$ cat src/rtl/trg_one_gen.sv
// Switch/button conditioner: 2-flop synchroniser, prescaled debounce FSM,
// and a registered one-clock trigger on the selected edge(s) of the debounced level.
module trg_one_gen #(
  parameter logic [15:0] PRESCALE = 16'd1000,
  parameter logic [3:0]  STABLE   = 4'd8,
  parameter logic [1:0]  EDGE     = 2'b01
) (
  input  logic CLK,
  input  logic RN,
  input  logic SW,
  input  logic EN,
  output logic TRG_ONE,
  output logic LEVEL
);

  // Zero settings behave as one.
  localparam logic [15:0] PMAX = (PRESCALE == 16'd0) ? 16'd0 : PRESCALE - 16'd1;
  localparam logic [3:0]  ST   = (STABLE == 4'd0) ? 4'd1 : STABLE;

  typedef enum logic [1:0] {LOW, RISE_WAIT, HIGH, FALL_WAIT} state_t;

  state_t      state;
  logic        sync1;
  logic        sync2;
  logic [15:0] pcnt;
  logic [3:0]  scnt;
  logic [3:0]  scnt_inc;
  logic        tick;

  assign tick     = (pcnt == PMAX);
  assign scnt_inc = scnt + 4'd1;

  always_ff @(posedge CLK) begin
    if (!RN) begin
      sync1 <= 1'b0;
      sync2 <= 1'b0;
    end else begin
      sync1 <= SW;
      sync2 <= sync1;
    end
  end

  always_ff @(posedge CLK) begin
    if (!RN)
      pcnt <= '0;
    else if (tick)
      pcnt <= '0;
    else
      pcnt <= pcnt + 16'd1;
  end

  always_ff @(posedge CLK) begin
    if (!RN) begin
      state   <= LOW;
      scnt    <= '0;
      LEVEL   <= 1'b0;
      TRG_ONE <= 1'b0;
    end else begin
      TRG_ONE <= 1'b0;
      if (tick) begin
        unique case (state)
          LOW: begin
            if (sync2) begin
              if (ST <= 4'd1) begin
                state   <= HIGH;
                LEVEL   <= 1'b1;
                TRG_ONE <= EN & EDGE[0];
              end else begin
                state <= RISE_WAIT;
                scnt  <= 4'd1;
              end
            end
          end
          RISE_WAIT: begin
            if (sync2) begin
              if (scnt_inc == ST) begin
                state   <= HIGH;
                scnt    <= '0;
                LEVEL   <= 1'b1;
                TRG_ONE <= EN & EDGE[0];
              end else begin
                scnt <= scnt_inc;
              end
            end else begin
              state <= LOW;
              scnt  <= '0;
            end
          end
          HIGH: begin
            if (!sync2) begin
              if (ST <= 4'd1) begin
                state   <= LOW;
                LEVEL   <= 1'b0;
                TRG_ONE <= EN & EDGE[1];
              end else begin
                state <= FALL_WAIT;
                scnt  <= 4'd1;
              end
            end
          end
          FALL_WAIT: begin
            if (!sync2) begin
              if (scnt_inc == ST) begin
                state   <= LOW;
                scnt    <= '0;
                LEVEL   <= 1'b0;
                TRG_ONE <= EN & EDGE[1];
              end else begin
                scnt <= scnt_inc;
              end
            end else begin
              state <= HIGH;
              scnt  <= '0;
            end
          end
        endcase
      end
    end
  end

endmodule

$ cat config.mk
export PLATFORM = sky130hd
export DESIGN_NAME = trg_one_gen
export DESIGN_NICKNAME = d
export VERILOG_FILES = /design/src/rtl/trg_one_gen.sv
export SDC_FILE = /design/constraint.sdc
export NUM_CORES = 1
export LEC_CHECK = 0
export CAP_MARGIN = 30
export CORE_ASPECT_RATIO = 0.6
export CORE_MARGIN = 3
export CORE_UTILIZATION = 30
export DETAILED_ROUTE_END_ITERATION = 8
export HOLD_SLACK_MARGIN = 0.1
export MAX_ROUTING_LAYER = met4
export PLACE_DENSITY = 0.42
export SYNTH_ARGS = -nofsm -noshare
export SYNTH_HDL_FRONTEND = slang
export SYNTH_SLANG_ARGS = --single-unit
$ cat constraint.sdc
create_clock -name CLK -period 4.6 [get_ports CLK]
set_input_delay 0.92 -clock CLK [delete_from_list [all_inputs] [get_ports CLK]]
set_output_delay 0.92 -clock CLK [all_outputs]
set_load 0.01 [all_outputs]
==> results of run 1 <==
## layer usage
layer	GRT usage (%)	part of all wire, %	wire (µm)
met2	12.6	34	846
met4	1.29	0.49	12
met3	4.02	3.1	77
met1	18.1	62	1530
met5	-	0	0
## path summary, 6_finish.rpt
| check | to | start | depth (start not counted) | slack (ns) |
|---|---|---|---|---|
| worst max-delay path | scnt[3]$_SDFFE_PN0P_ | RN | 4 | 2.33 |
| worst min-delay path | sync2$_SDFF_PN0_ | sync1$_SDFF_PN0_ | 1 | 0.44 |
| worst max register to register | pcnt[5]$_SDFF_PP0_ | pcnt[0]$_SDFF_PP0_ | 5 | 2.44 |
| worst min register to register | sync2$_SDFF_PN0_ | sync1$_SDFF_PN0_ | 1 | 0.44 |
## cell usage after synthesis
library cell / n / area, µm²
and3_1: 5 / 31.3
nor2b_1: 1 / 6.26
clkbuf_1: 1 / 3.75
xnor2_1: 6 / 52.6
nand3_1: 7 / 35.0
nor4_2: 1 / 12.5
o32ai_1: 1 / 8.76
o311ai_1: 2 / 17.5
nand2_1: 15 / 56.3
o31a_1: 1 / 8.76
and2_1: 3 / 18.8
a22oi_1: 1 / 7.51
dfxtp_1: 26 / 521
and4bb_2: 2 / 25.0
and4_1: 3 / 26.3
ha_1: 3 / 37.5
nor4_1: 1 / 6.26
or3_1: 2 / 12.5
a21oi_1: 3 / 15.0
and2b_1: 1 / 7.51
o32ai_2: 1 / 16.3
a311oi_1: 1 / 8.76
xor2_1: 9 / 78.8
a2bb2oi_1: 1 / 8.76
nand4b_1: 1 / 8.76
o211ai_1: 1 / 7.51
nor3_1: 2 / 10.0
nor2_1: 21 / 78.8
o31ai_1: 1 / 7.51
nor4bb_1: 1 / 10.0
nand4_1: 5 / 31.3
o21ai_0: 4 / 20.0
buf_2: 2 / 10.0
inv_1: 5 / 18.8
## cell type report
type	count	share of cell area, %
Tap cell	47	4.32
Sequential cell	26	38.2
Timing Repair Buffer	5	3.68
Clock buffer	3	3.03
Multi-Input combinational cell	106	49.4
Inverter	5	1.38
## sequential cells by signal, summed over array words and instances, names as in the netlist, named ones only
| signal | flops |
|---|---|
| pcnt | 16 |
| scnt | 4 |
| LEVEL | 1 |
| TRG_ONE | 1 |
| state | 1 |
| sync1 | 1 |
| sync2 | 1 |
## power by group through the flow
| stage | Combinational (µW) | Sequential [µW] | Clock, µW |
|---|---|---|---|
| after floorplan | 8.08 | 235 | 0 |
| after global placement | 12.8 | 236 | 0 |
| after detailed placement | 13.0 | 235 | 0 |
| after CTS | 13.0 | 230 | 135 |
| after global routing | 14.1 | 231 | 143 |
| final | 12.7 | 230 | 128 |
## cell families after synthesis
group / count (synthesis) / synth area share (%)
xor gates and xnor gates: 15 / 10.7
DFF: 26 / 42.5
and+or+nand+nor: 71 / 30.7
adders and majority gates: 3 / 3.06
AOI/OAI and AO/OA: 17 / 10.3
buffers and inverters: 8 / 2.66
## worst register-to-register path: cells and delay by family (launching register included)
family	cells	cell delay (ns)
DFF	1	0.36
and+or+nand+nor	4	1.39
adders and majority gates	1	0.27
## stage by stage
| stage | std cells | instance area [µm²] | utilization [%] | power, µW | setup WS (ns) |
|---|---|---|---|---|---|
| final | 192 | 1360 | 36.0 | 371 | 2.33 |
| after global routing | 192 | 1360 | 36.0 | 388 | 2.24 |
| after CTS | 192 | 1360 | 36.0 | 378 | 2.31 |
| after detailed placement | 189 | 1320 | 34.9 | 248 | 2.03 |
| after global placement | 189 | 1320 | 34.9 | 248 | 2.15 |
| after floorplan | 140 | 1220 | - | 243 | 3.03 |
==> results by group, run 1 <==
Run status
  – Status: complete, no violations

Flow run
  – Max-Cap Viols: 0

Power and ir drop
  – Pwr/cell area: 272 nW/µm²
  – Clock share of power: 34.5%
  – Switching Share: 21.3%
  – VDD IR-drop max: 0.123 mV
  – Seq pwr share: 62.1%
  – Leakage power: 0.000461 µW
  – Int Power: 292 µW
  – Switch Pwr: 78.8 µW
  – Comb power frac: 3.4%

Die
  – Core Region: 3790 µm²
  – Initial Util: 32.4%
  – Num rows: 17
  – Die Area: 4910 µm²
  – Die H: 55.5 µm
  – Die W: 88.5 µm
  – Ports: 6

STA
  – Slew headroom: 59.8%
  – Post-route setup TNS: 0 ns
  – Achievable frequency: 441 MHz
  – RSZ-0062 raised after global routing: no
  – Least-Margin Pin Slew: 0.601 ns
  – Fin Hold WS: 0.439 ns
  – Clock skew: 0.00351 ns
  – Crit path time final: 2.27 ns
  – Final Cycle Share: 49.3%
  – Final Setup Violations: 0
  – Final max-slew violation count: 0
  – Final Hold Viols: 0

Finish
  – N_diodes: 0
  – Storage cell area: 520 µm²
  – Most frequent cells in the layout: dfxtp_1, nor2_1, nand2_1, xor2_1, nand3_1
  – Ratio of cells with drive above 1 in the final layout: 4.83%
  – Most common cell after layout, fill and taps aside: dfxtp_1
  – Filler Cells Inserted: 398
  – Nets@finish: 154
  – Layout Area Growth over Synthesis: 11.1%
  – Area of the multi-input gates: 672 µm²

Placed design
  – HPWL Detailed: 1.79 mm
  – Port Buffer Count: 5
  – GP Congestion: 0.813

Clock tree
  – Worst-Skew Late Latency: 0.27 ns
  – Clock transition at the registers of the reported paths: 0.08 ns
  – Hold_buf cts: 0
  – Cts bufs inserted: 3
  – # resized after CTS: 0
  – Clock Sinks: 26
  – CTS tree: yes
  – Clock tree buffer depth: 2
  – Postcts setup bufs: 0
  – Buffer type at the clock tree root: clkbuf_8
  – H-Tree Depth: 1

Logic synthesis
  – Syn_nets: 147
  – Yosys warns: 0
  – Yosys cell types: 34
  – Post-synthesis instance total: 140
  – Syn avg cell area: 8.75 µm²
  – #FFs+latches synth: 26
  – Seq/Total Area, Yosys: 42.5%
  – Mapped Area: 1220 µm²

Detailed routing
  – Via density per instance: 4.89
  – DRT iter0 DRCs: 49
  – Drt first pass iters: 4
  – Wire per inst: 12.8 µm
  – DRC viols: 0
  – Antenna viol nets, final: 0
  – Via count: 938
  – Aggregate routed wire length: 2.47 mm

Setup path
  – Slowest CP cell: clkdlybuf4s50_1
  – WP data arrival: 2.45 ns
  – Crit path largest cell delay: 0.77 ns
  – Worst-path cell chain: clkdlybuf4s50_1 -> nand4_1 -> o31a_1 -> o32ai_2
  – CP delay by family, top: buffers and inverters
  – CP Max Fanout: 15
  – Worst path bufs/invs: 1
  – Crit end category: flip-flop
  – Worst Setup Path Type: input pin to flip-flop
  – CP required: 4.79 ns
  – Worst Setup Start Kind: input pin

Min path
  – Hold crit path type: flip-flop to flip-flop

GRT
  – Largest net degree at the start of global routing: 16
  – Tot GR Track Use: 11.0%
  – GRT overflow: 0
  – Vias in the first global route: 820
  – Initial antenna violation count: 0
  – First-pass GRT wire length: 4.11 mm
Power figures use the tool's default switching activity.
==> run 2: changes to the inputs <==
--- a/config.mk
+++ b/config.mk
@@ -12,7 +12,7 @@
 export DETAILED_ROUTE_END_ITERATION = 8
 export HOLD_SLACK_MARGIN = 0.1
 export MAX_ROUTING_LAYER = met4
-export PLACE_DENSITY = 0.42
+export PLACE_DENSITY = 0.44
 export SYNTH_ARGS = -nofsm -noshare
 export SYNTH_HDL_FRONTEND = slang
 export SYNTH_SLANG_ARGS = --single-unit
==> constraint.sdc (replaced) <==
create_clock -name CLK -period 1.85 [get_ports CLK]
set_input_delay 0.37 -clock CLK [delete_from_list [all_inputs] [get_ports CLK]]
set_output_delay 0.37 -clock CLK [all_outputs]
set_load 0.01 [all_outputs]
==> results by group, run 2 (same netlist as run 1, synthesis figures left out) <==
Placed design
  – Worst slack, placed: 0.209 ns (-1.82 ns)
  – Port Buffer Count: 5 (unchanged)
  – HPWL Detailed: 1.98 mm (+11%)
  – Post-Place Cells: 194 (+2.6%)
  – GP Congestion: 0.854 (+5.1%)

Clock tree
  – Buffer type at the clock tree root: clkbuf_8
  – Hold_buf cts: 0 (unchanged)
  – Postcts setup bufs: 0 (unchanged)
  – Clock transition at the registers of the reported paths: 0.09 ns (about the same)
  – Clock Sinks: 26 (unchanged)
  – # resized after CTS: 0 (unchanged)
  – Clock tree buffer depth: 2 (unchanged)
  – CTS tree: yes
  – Worst-Skew Late Latency: 0.27 ns (about the same)
  – Cts bufs inserted: 3 (unchanged)
  – H-Tree Depth: 1 (unchanged)

STA
  – Clock skew: 0.00464 ns (+0.00112 ns)
  – Final max-slew violation count: 0 (unchanged)
  – Fin Hold WS: 0.443 ns (+0.00413 ns)
  – Post-route setup TNS: 0 ns (unchanged)
  – Least-Margin Pin Slew: 0.425 ns (-0.176 ns)
  – Final Hold Viols: 0 (unchanged)
  – Final Cycle Share: 89.4%
  – Slew headroom: 71.4% (+12 points)
  – Setup slack after layout: 0.196 ns (-2.14 ns)
  – RSZ-0062 raised after global routing: no
  – Crit path time final: 1.65 ns
  – Final Setup Violations: 0 (unchanged)
  – Achievable frequency: 605 MHz

Finish
  – Most frequent cells in the layout: dfxtp_1, nor2_1, nand2_1, xor2_1, nand3_1
  – Layout Utilization: 37.3% (+1.4 points)
  – Ratio of cells with drive above 1 in the final layout: 8.61% (+3.8 points)
  – Top Registers: pcnt (16), scnt (4)
  – Max reg flops: 16 (unchanged)
  – N_diodes: 0 (unchanged)
  – Nets@finish: 159 (+3.2%)
  – Non-filler cells, final: 198 (+3.1%)
  – Most common cell after layout, fill and taps aside: dfxtp_1
  – Layout Area Growth over Synthesis: 15.3%
  – Most flops, register: pcnt

Detailed routing
  – Wire per inst: 13.5 µm (+5.2%)
  – Aggregate routed wire length: 2.67 mm (+8.4%)
  – Drt first pass iters: 4 (unchanged)
  – Antenna viol nets, final: 0 (unchanged)
  – Via count: 991 (+5.7%)
  – DRC viols: 0 (unchanged)
  – Via density per instance: 5.01 (+2.4%)
  – DRT iter0 DRCs: 28 (-43%)

Power and ir drop
  – Leakage power: 0.000492 µW (+6.6%)
  – VDD IR-drop max: 0.337 mV (+170%)
  – Pwr/cell area: 693 nW/µm² (+150%)

GRT
  – First-pass GRT wire length: 4.44 mm (+8.1%)
  – Initial antenna violation count: 0 (unchanged)
  – Tot GR Track Use: 11.8% (+0.77 points)
  – Largest net degree at the start of global routing: 15 (-1)
  – GRT overflow: 0 (unchanged)
  – Vias in the first global route: 907 (+11%)

Flow run
  – Max-Cap Viols: 0 (unchanged)

Setup path
  – Worst Setup Path Type: flip-flop to flip-flop
  – Crit end category: flip-flop
  – Worst Setup Start Kind: flip-flop
  – Slowest CP cell: dfxtp_1
  – Crit path largest cell delay: 0.35 ns (-0.42 ns)
  – CP Max Fanout: 13 (-2)
  – Worst-path cell chain: ha_1 -> and4bb_2 -> nand4_1 -> buf_4 -> and2b_1 -> nor2_1 -> a311oi_1
  – CP required: 2.04 ns (-2.75 ns)
  – WP data arrival: 1.84 ns (-0.61 ns)

Die
  – Initial Util: 32.4% (unchanged)
  – Die H: 55.5 µm (unchanged)
  – Core Region: 3790 µm² (unchanged)
  – Ports: 6 (unchanged)
  – Num rows: 17 (unchanged)
  – Die Area: 4910 µm² (unchanged)
  – Die W: 88.5 µm (unchanged)

Run status
  – Status: complete, no violations

Min path
  – Hold crit path type: flip-flop to flip-flop
[run 2: cell count changes in the layout (fill, tap and decap cells not counted), sizes merged]
cell,before,now
buf,0,5
clkbuf,3,4
[run 2: layout make-up]
type,count,area [µm²]
clock buffer,4,55.1
inverter,5,18.8
tap,47,58.8
timing repair buffer,10,87.6
multi-input combinational,106,672
fill,394,2370
sequential,26,520
[run 2: path summary, 6_finish.rpt]
kind,startpoint,to,slack (ns),depth (start not counted)
setup / recovery,pcnt[0]$_SDFF_PP0_,scnt[0]$_SDFFE_PN0P_,0.20,7
hold / removal,pcnt[0]$_SDFF_PP0_,pcnt[0]$_SDFF_PP0_,0.44,1
setup reg to reg,pcnt[0]$_SDFF_PP0_,scnt[0]$_SDFFE_PN0P_,0.20,7
hold reg to reg,pcnt[0]$_SDFF_PP0_,pcnt[0]$_SDFF_PP0_,0.44,1
[run 2: stage by stage]
stage	power [µW]	area (µm²)
floorplan	604	1220
global placement	622	1360
detailed placement	623	1360
CTS	992	1410
global route	1030	1410
finish	978	1410
[run 2: critical path: cells and delay by family, from the launching register on]
family	cells	cell delay [ns]
flops	1	0.35
buf+inv	1	0.20
simple gates	4	0.59
fa+ha+maj	1	0.20
compound gates	1	0.22
[run 2: report_power, final]
group | switching (µW) | internal, µW | total (µW)
combinational | 19.4 | 17.6 | 37.0
sequential | 5.95 | 567 | 573
clock | 178 | 190 | 369
[run 2: routing by layer]
metal	GRT usage [%]	share of wire (%)	up-vias
met5	-	0	-
met4	1.29	0.45	0
met3	4.02	4.0	2
met2	14.3	38	18
met1	18.8	58	457
li1	-	-	514
